===== src/rtl/vga_output_if.sv =====
`default_nettype none
//------------------------------------------------------------------------------
// Module  : vga_output_if
// Purpose : Pixel FIFO read port between the output frame FIFO and the VGA
//           output stage. The video stage is the master (it issues pops),
//           the FIFO is the slave (it supplies data one cycle after a pop).
// Signals : fifo_read_data    - FIFO output word, valid the cycle after a pop
//           fifo_empty        - FIFO holds no data
//           fifo_read_request - pop one word this cycle
// Revision: 1.0 - initial release
//------------------------------------------------------------------------------
interface vga_output_if #(
  parameter int PIXEL_SIZE = 16
);
  logic [PIXEL_SIZE-1:0] fifo_read_data;
  logic                  fifo_empty;
  logic                  fifo_read_request;

  modport master (
    input  fifo_read_data,
    input  fifo_empty,
    output fifo_read_request
  );

  modport slave (
    output fifo_read_data,
    output fifo_empty,
    input  fifo_read_request
  );
endinterface
`default_nettype wire


===== src/rtl/vga_output.sv =====
`default_nettype none
//------------------------------------------------------------------------------
// Module  : vga_output
// Purpose : VGA timing generator and pixel streamer. Free-running x/y counters
//           produce HSYNC/VSYNC; in RUN one FIFO word is popped per active
//           pixel and presented to the DAC with a fixed two-cycle latency.
// Ports   : hw_pixel_clk   - pixel clock (only clock)
//           rst            - synchronous active-high reset
//           enable         - request to stream frames from the FIFO
//           fifo           - FIFO read port (master side)
//           hw_rgb_out     - registered pixel to the DAC
//           hw_hsync_out   - registered horizontal sync
//           hw_vsync_out   - registered vertical sync
//           pixel_x/_y     - counter position currently being fetched
//           frame_start    - one-cycle pulse while counters are (0,0)
//           fifo_underflow - sticky: a required pop found the FIFO empty
// Revision: 1.0 - initial release
//------------------------------------------------------------------------------
module vga_output #(
  parameter int PRECISION        = 11,
  parameter int PIXEL_SIZE       = 16,
  parameter int X_RES            = 800,
  parameter int Y_RES            = 600,
  parameter int H_SYNC           = 128,
  parameter int V_SYNC           = 4,
  parameter int H_FRONT_PORCH    = 40,
  parameter int V_FRONT_PORCH    = 1,
  parameter int H_BACK_PORCH     = 88,
  parameter int V_BACK_PORCH     = 23,
  parameter int SYNC_ACTIVE_HIGH = 1
) (
  input  wire logic                  hw_pixel_clk,
  input  wire logic                  rst,
  input  wire logic                  enable,
  vga_output_if.master               fifo,
  output logic [PIXEL_SIZE-1:0]      hw_rgb_out,
  output logic                       hw_hsync_out,
  output logic                       hw_vsync_out,
  output logic [PRECISION-1:0]       pixel_x,
  output logic [PRECISION-1:0]       pixel_y,
  output logic                       frame_start,
  output logic                       fifo_underflow
);

  localparam int H_TOTAL = X_RES + H_FRONT_PORCH + H_SYNC + H_BACK_PORCH;
  localparam int V_TOTAL = Y_RES + V_FRONT_PORCH + V_SYNC + V_BACK_PORCH;

  localparam logic [PRECISION-1:0] c_H_LAST   = PRECISION'(H_TOTAL - 1);
  localparam logic [PRECISION-1:0] c_V_LAST   = PRECISION'(V_TOTAL - 1);
  localparam logic [PRECISION-1:0] c_X_RES    = PRECISION'(X_RES);
  localparam logic [PRECISION-1:0] c_Y_RES    = PRECISION'(Y_RES);
  localparam logic [PRECISION-1:0] c_HS_START = PRECISION'(X_RES + H_FRONT_PORCH);
  localparam logic [PRECISION-1:0] c_HS_END   = PRECISION'(X_RES + H_FRONT_PORCH + H_SYNC);
  localparam logic [PRECISION-1:0] c_VS_START = PRECISION'(Y_RES + V_FRONT_PORCH);
  localparam logic [PRECISION-1:0] c_VS_END   = PRECISION'(Y_RES + V_FRONT_PORCH + V_SYNC);

  localparam logic c_SYNC_ON  = (SYNC_ACTIVE_HIGH != 0);
  localparam logic c_SYNC_OFF = ~c_SYNC_ON;

  typedef enum logic [0:0] {
    S_IDLE = 1'b0,
    S_RUN  = 1'b1
  } state_t;

  state_t                r_state;
  state_t                w_state_next;

  logic [PRECISION-1:0]  r_x;
  logic [PRECISION-1:0]  r_y;
  logic                  w_x_last;
  logic                  w_frame_last;
  logic                  w_active;
  logic                  w_hs_region;
  logic                  w_vs_region;
  logic                  w_read;
  logic                  w_underflow_now;

  // Stage 1: read-issued flag and sync regions aligned with the FIFO data.
  logic                  r_s1_read;
  logic                  r_s1_hs;
  logic                  r_s1_vs;

  // Stage 2: pin registers.
  logic [PIXEL_SIZE-1:0] r_rgb;
  logic                  r_hsync;
  logic                  r_vsync;
  logic                  r_frame_start;
  logic                  r_underflow;

  assign w_x_last     = (r_x == c_H_LAST);
  assign w_frame_last = w_x_last && (r_y == c_V_LAST);
  assign w_active     = (r_x < c_X_RES) && (r_y < c_Y_RES);
  assign w_hs_region  = (r_x >= c_HS_START) && (r_x < c_HS_END);
  assign w_vs_region  = (r_y >= c_VS_START) && (r_y < c_VS_END);

  // A pixel with no data is skipped rather than stalled so timing never slips.
  assign w_read          = (r_state == S_RUN) && w_active && !fifo.fifo_empty;
  assign w_underflow_now = (r_state == S_RUN) && w_active &&  fifo.fifo_empty;

  assign fifo.fifo_read_request = w_read;

  // Free-running position counters.
  always_ff @(posedge hw_pixel_clk) begin
    if (rst) begin
      r_x <= '0;
      r_y <= '0;
    end else if (w_x_last) begin
      r_x <= '0;
      r_y <= (r_y == c_V_LAST) ? '0 : r_y + 1'b1;
    end else begin
      r_x <= r_x + 1'b1;
    end
  end

  always_ff @(posedge hw_pixel_clk) begin
    if (rst) begin
      r_state <= S_IDLE;
    end else begin
      r_state <= w_state_next;
    end
  end

  // State changes only on the last pixel of a frame, so RUN begins at (0,0)
  // and a mid-frame disable still completes the frame in progress.
  always_comb begin
    w_state_next = r_state;
    case (r_state)
      S_IDLE:  if (w_frame_last && enable && !fifo.fifo_empty) w_state_next = S_RUN;
      S_RUN:   if (w_frame_last && !enable)                     w_state_next = S_IDLE;
      default: w_state_next = S_IDLE;
    endcase
  end

  always_ff @(posedge hw_pixel_clk) begin
    if (rst) begin
      r_s1_read     <= 1'b0;
      r_s1_hs       <= 1'b0;
      r_s1_vs       <= 1'b0;
      r_rgb         <= '0;
      r_hsync       <= c_SYNC_OFF;
      r_vsync       <= c_SYNC_OFF;
      r_frame_start <= 1'b0;
      r_underflow   <= 1'b0;
    end else begin
      r_s1_read     <= w_read;
      r_s1_hs       <= w_hs_region;
      r_s1_vs       <= w_vs_region;
      // FIFO data is valid exactly while the stage-1 read flag is set.
      r_rgb         <= r_s1_read ? fifo.fifo_read_data : '0;
      r_hsync       <= r_s1_hs ? c_SYNC_ON : c_SYNC_OFF;
      r_vsync       <= r_s1_vs ? c_SYNC_ON : c_SYNC_OFF;
      // Loaded on the wrap edge, so it is high while the counters sit at (0,0)
      // and the (0,0) produced by reset does not pulse.
      r_frame_start <= w_frame_last;
      r_underflow   <= r_underflow | w_underflow_now;
    end
  end

  assign hw_rgb_out     = r_rgb;
  assign hw_hsync_out   = r_hsync;
  assign hw_vsync_out   = r_vsync;
  assign pixel_x        = r_x;
  assign pixel_y        = r_y;
  assign frame_start    = r_frame_start;
  assign fifo_underflow = r_underflow;

endmodule
`default_nettype wire


===== src/flat_wrapper.sv =====
// flat-port wrapper written by rule: the top's interface ports become plain ports
module vga_output_flat 
#(
  parameter int PRECISION        = 11,
  parameter int PIXEL_SIZE       = 16,
  parameter int X_RES            = 800,
  parameter int Y_RES            = 600,
  parameter int H_SYNC           = 128,
  parameter int V_SYNC           = 4,
  parameter int H_FRONT_PORCH    = 40,
  parameter int V_FRONT_PORCH    = 1,
  parameter int H_BACK_PORCH     = 88,
  parameter int V_BACK_PORCH     = 23,
  parameter int SYNC_ACTIVE_HIGH = 1
)
  (hw_pixel_clk, rst, enable, hw_rgb_out, hw_hsync_out, hw_vsync_out, pixel_x, pixel_y, frame_start, fifo_underflow, fifo_fifo_read_data, fifo_fifo_empty, fifo_fifo_read_request);
  vga_output_if #(.PIXEL_SIZE(PIXEL_SIZE)) fifo_i ();
  input  wire logic hw_pixel_clk;
  input  wire logic rst;
  input  wire logic enable;
  output logic [PIXEL_SIZE-1:0] hw_rgb_out;
  output logic hw_hsync_out;
  output logic hw_vsync_out;
  output logic [PRECISION-1:0] pixel_x;
  output logic [PRECISION-1:0] pixel_y;
  output logic frame_start;
  output logic fifo_underflow;
  input wire logic [$bits(fifo_i.fifo_read_data)-1:0] fifo_fifo_read_data;
  input wire logic [$bits(fifo_i.fifo_empty)-1:0] fifo_fifo_empty;
  output wire logic [$bits(fifo_i.fifo_read_request)-1:0] fifo_fifo_read_request;
  assign fifo_i.fifo_read_data = fifo_fifo_read_data;
  assign fifo_i.fifo_empty = fifo_fifo_empty;
  assign fifo_fifo_read_request = fifo_i.fifo_read_request;
  vga_output #(.PRECISION(PRECISION), .PIXEL_SIZE(PIXEL_SIZE), .X_RES(X_RES), .Y_RES(Y_RES), .H_SYNC(H_SYNC), .V_SYNC(V_SYNC), .H_FRONT_PORCH(H_FRONT_PORCH), .V_FRONT_PORCH(V_FRONT_PORCH), .H_BACK_PORCH(H_BACK_PORCH), .V_BACK_PORCH(V_BACK_PORCH), .SYNC_ACTIVE_HIGH(SYNC_ACTIVE_HIGH)) u_core (.hw_pixel_clk(hw_pixel_clk), .rst(rst), .enable(enable), .fifo(fifo_i), .hw_rgb_out(hw_rgb_out), .hw_hsync_out(hw_hsync_out), .hw_vsync_out(hw_vsync_out), .pixel_x(pixel_x), .pixel_y(pixel_y), .frame_start(frame_start), .fifo_underflow(fifo_underflow));
endmodule

===== config.mk =====
export PLATFORM = sky130hd
export DESIGN_NAME = vga_output_flat
export DESIGN_NICKNAME = d
export VERILOG_FILES = /design/src/rtl/vga_output_if.sv /design/src/rtl/vga_output.sv /design/src/flat_wrapper.sv
export SDC_FILE = /design/constraint.sdc
export NUM_CORES = 1
export LEC_CHECK = 0
export ABC_AREA = 0
export CAP_MARGIN = 10
export CORE_MARGIN = 10
export CORE_UTILIZATION = 40
export DETAILED_ROUTE_END_ITERATION = 10
export PLACE_DENSITY = 0.81
export SLEW_MARGIN = 20
export SYNTH_ARGS = -nofsm -noshare
export SYNTH_HDL_FRONTEND = slang
export SYNTH_SLANG_ARGS = --single-unit

===== constraint.sdc =====
create_clock -name hw_pixel_clk -period 1.65 [get_ports hw_pixel_clk]
set_input_delay 0.33 -clock hw_pixel_clk [delete_from_list [all_inputs] [get_ports hw_pixel_clk]]
set_output_delay 0.33 -clock hw_pixel_clk [all_outputs]
set_load 0.01 [all_outputs]

==> impl_summary.txt <==
----------------------------------------------------
[Detailed routing]
  Total wire length after detailed routing ... 5.27 mm
  Routed met3 length ... 389 µm
  DR iter-0 viols ... 55
  Post-detailed-route DRC marker count ... 0
  Routed metal-1 wirelength ... 2.09 mm
  DR vias ... 1754
  Router iterations before antenna repair ... 4
  Via density ... 4.97
  Routed wirelength normalized by instance count ... 14.9 µm
  Top layer used by detailed routing ... met4
  Count of nets left with antenna violations after detail routing ... 0
  Routed met2 length ... 2.74 mm

[Pwr]
  Combinational group share of total power ... 0.057
  Internal power ... 1.48 mW
  Lkg Pwr ... 1.32 nW
  Clock power frac ... 0.356
  Switching power ... 0.427 mW
  Sequential share of power ... 0.587
  VDD IR max ... 477 µV
  Total power per unit cell area ... 624 nW/µm²
  Fraction of power spent switching nets ... 0.224

[Logic synthesis]
  Post-synthesis sequential area ratio ... 0.497
  Yosys reg bits ... 46
  Number of enable flip-flop cells after synthesis ... 0
  Synthesized area divided by synthesized cell count ... 9.86 µm²
  Top_reg_cell synth ... dfxtp_1
  Synthesized area ... 1850 µm²
  Number of distinct library cells after synthesis ... 39
  Post-synthesis cell type with the largest combined area ... dfxtp_1
  Gate count after technology mapping ... 188
  FFs w/ async S/R, synth ... 0
  Synthesis warning total ... 0
  Net count of the mapped netlist ... 212
  Top cell type's share of synthesized area ... 0.497
  Synth top area cells ... dfxtp_1 (50%), and2_1 (5.7%), xor2_1 (4.7%)

[Placed design]
  Setup slack at placement ... -0.401 ns
  Sum of net half-perimeters after detailed placement ... 3.94 mm
  Instance area at placement ... 2830 µm²
  Port Buffer Count ... 62
  RePlAce Congestion ... 0.820

[Worst hold path]
  Depth of the worst hold-timing path ... 1
  Type of the worst min-delay path ... register to register
  Hold path startpoint ... u_core.r_s1_vs
  Destination of the worst hold path ... u_core.hw_vsync_out

[Worst setup path]
  Biggest cell delay along the critical path ... 0.35 ns
  Number of cells on the worst reg-to-reg path ... 5
  Crit-path leading delay family ... simple AND/OR/NAND/NOR gates
  Max FO, Critical Path ... 3
  Worst R2R Setup Slack ... -0.12 ns
  Max stage delay cell, worst path ... dfxtp_2
  Start-to-end type of the worst setup path ... register to output port
  Launching point of the worst reg2reg path ... u_core.pixel_y[7]
  Data required time at the worst endpoint ... 1.32 ns
  Worst reg2reg endpoint ... u_core.pixel_y[0]
  Arr. time, crit path ... 1.46 ns
  Critical path startpoint category ... register
  WP buf/inv ... 1
  Crit path cell chain ... nor4b_4, nand4_1, and3_4, buf_6
  Critical path capture point type ... output port

[CTS]
  TritonCTS clock tree ... yes
  Clock-pin slew of the registers on the worst-case setup and hold paths ... 0.09 ns
  Buffer levels on the longest clock path ... 2
  Clock sink total ... 46
  Skew-Pair Late Insertion Delay ... 0.30 ns
  Number of CTS-inserted buffers ... 5
  Number of H-tree levels ... 2
  CTS root buffer ... clkbuf_8

[Finish]
  Area growth from synthesis to final layout ... 64.6%
  Final cell utilization of the core ... 0.691
  Number of antenna repair diodes ... 0
  Share of post-route cells with drive strength above 1 ... 0.296
  NumNets Final ... 324
  Post-route cell area ... 3050 µm²

[Floorplan]
  Placeable core region ... 4410 µm²
  Die extent in x ... 88.1 µm
  Standard-cell row count ... 24
  I/O pin total ... 63
  Die height ... 88.1 µm
  Initial cell density of the core ... 0.420
  Die outline area ... 7760 µm²

[Status]
  Result of the run ... complete, but fails checks
  Failing checks ... negative setup slack

[GRT]
  Vias in the first global route ... 1698
  First-pass GRT wire length ... 8.05 mm
  Initial antenna violation count ... 0
  Pin count of the biggest net entering global routing ... 17
  Overall overflow remaining after global route ... 0
  GRT Resource Usage Total ... 0.129

[Timing]
  Final setup slack of the worst path ... -0.144 ns
  FMAX ... 558 MHz
  Worst rel slew slack ... 0.528
  Max Slew Vio Count ... 0
  Measured slew at the worst slew-check pin ... 0.707 ns
  Final period util ... 1.09
  RSZ-0062 raised after global routing ... true
  Final-report setup violation count ... 10
  Setup skew after layout ... 0.00745 ns
  Number of endpoints with negative hold slack in the final report ... 0
  Hold WS ... 0.435 ns
  Min Clock Period, post-route ... 1.79 ns

[Run]
  MaxCap Viol Count ... 0

----------------------------------------------------
-- cell families after synthesis --
logic type / count (synthesis) / share of synthesized area
compound gates: 18 / 0.0628
xor+xnor: 14 / 0.0661
fa+ha+maj: 4 / 0.0270
buf+inv: 10 / 0.0263
flops: 46 / 0.497
mux: 1 / 0.00540
simple gates: 95 / 0.316
-- power by group through the flow --
| stage | clock network, mW | registers [mW] | logic, mW |
|---|---|---|---|
| after global placement | 0 | 1.15 | 0.107 |
| final | 0.678 | 1.12 | 0.109 |
| after global routing | 0.744 | 1.12 | 0.120 |
| after CTS | 0.697 | 1.12 | 0.108 |
| after floorplan | 0 | 1.15 | 0.0240 |
| after detailed placement | 0 | 1.15 | 0.109 |
-- sequential cells by signal, summed over array words and instances (netlist names) --
register	cells
u_core.fifo_underflow	1
u_core.hw_vsync_out	1
u_core.pixel_y	11
u_core.r_s1_read	1
u_core.pixel_x	11
u_core.r_s1_hs	1
u_core.r_s1_vs	1
u_core.frame_start	1
u_core.hw_hsync_out	1
u_core.r_state	1
u_core.hw_rgb_out	16
-- worst max-delay path by stage --
stage                     depth (start not counted)                     end                from
final                                             4  fifo_fifo_read_request   u_core.pixel_y[7]
after global routing                              4  fifo_fifo_read_request   u_core.pixel_y[7]
after CTS                                         4  fifo_fifo_read_request  u_core.pixel_y[10]
after detailed placement                          4  fifo_fifo_read_request     fifo_fifo_empty
after global placement                            4  fifo_fifo_read_request     fifo_fifo_empty
after floorplan                                   5       u_core.pixel_y[0]   u_core.pixel_y[0]
-- routing by layer --
| metal | global-route usage | vias up |
|---|---|---|
| met5 | 0 | - |
| li1 | - | 874 |
| met3 | 0.0520 | 6 |
| met2 | 0.215 | 41 |
| met4 | 0.0385 | 0 |
| met1 | 0.149 | 833 |
-- through the flow --
| stage | power, mW | TNS (ns) | instances |
|---|---|---|---|
| after floorplan | 1.18 | 0 | 188 |
| after global placement | 1.25 | -1.58 | 335 |
| final | 1.90 | -0.990 | 353 |
| after global routing | 1.98 | -1.47 | 353 |
| after CTS | 1.92 | -0.729 | 346 |
| after detailed placement | 1.26 | -1.84 | 335 |
-- cells in the mapped netlist, types with 4 or more instances --
cell	instances
nor2_1	18
o21ai_0	5
a21oi_1	5
inv_1	5
nand2_1	10
xnor2_1	4
nand4_1	10
or3_1	5
and3_1	4
nor2b_1	5
ha_1	4
xor2_1	10
and2_1	17
dfxtp_1	46
nor3_1	6
nand3_1	5
-- repair_timing --
item	CTS	global route
cloned	1	0
endpoints found under the setup margin	31	17
hold buffers	0	0
gates resized for setup	36	12
pin swaps	9	9
buffers inserted	3	7
hold endpoints to repair	0	0
-- layout make-up --
type                       instances  area [µm²]
inverter                           5        18.8
clock buffer                       5        68.8
tap                               52        65.1
fill                             346        1360
sequential                        46         943
timing repair buffer             109         960
multi-input combinational        133         975
clock inverter                     3        21.3
-- cells in the final DEF, fill, tap and decap left out, types with 3 or more instances in the layout --
cell type | netlist | layout
dlygate4sd2_1 | 0 | 18
and3_1 | 4 | 3
nor3_1 | 6 | 6
xnor2_1 | 4 | 4
clkbuf_8 | 0 | 5
o21ai_0 | 5 | 4
a21oi_2 | 1 | 5
dfxtp_4 | 0 | 4
or3_1 | 5 | 5
clkdlybuf4s50_1 | 0 | 40
nor2_1 | 18 | 16
dfxtp_1 | 46 | 36
nand4_1 | 10 | 10
nor2b_1 | 5 | 5
inv_1 | 5 | 5
dfxtp_2 | 0 | 6
xor2_1 | 10 | 10
dlymetal6s2s_1 | 0 | 3
and2_1 | 17 | 17
nand3_1 | 5 | 5
buf_4 | 1 | 47
nand2_1 | 10 | 10
Power figures use the tool's default switching activity.
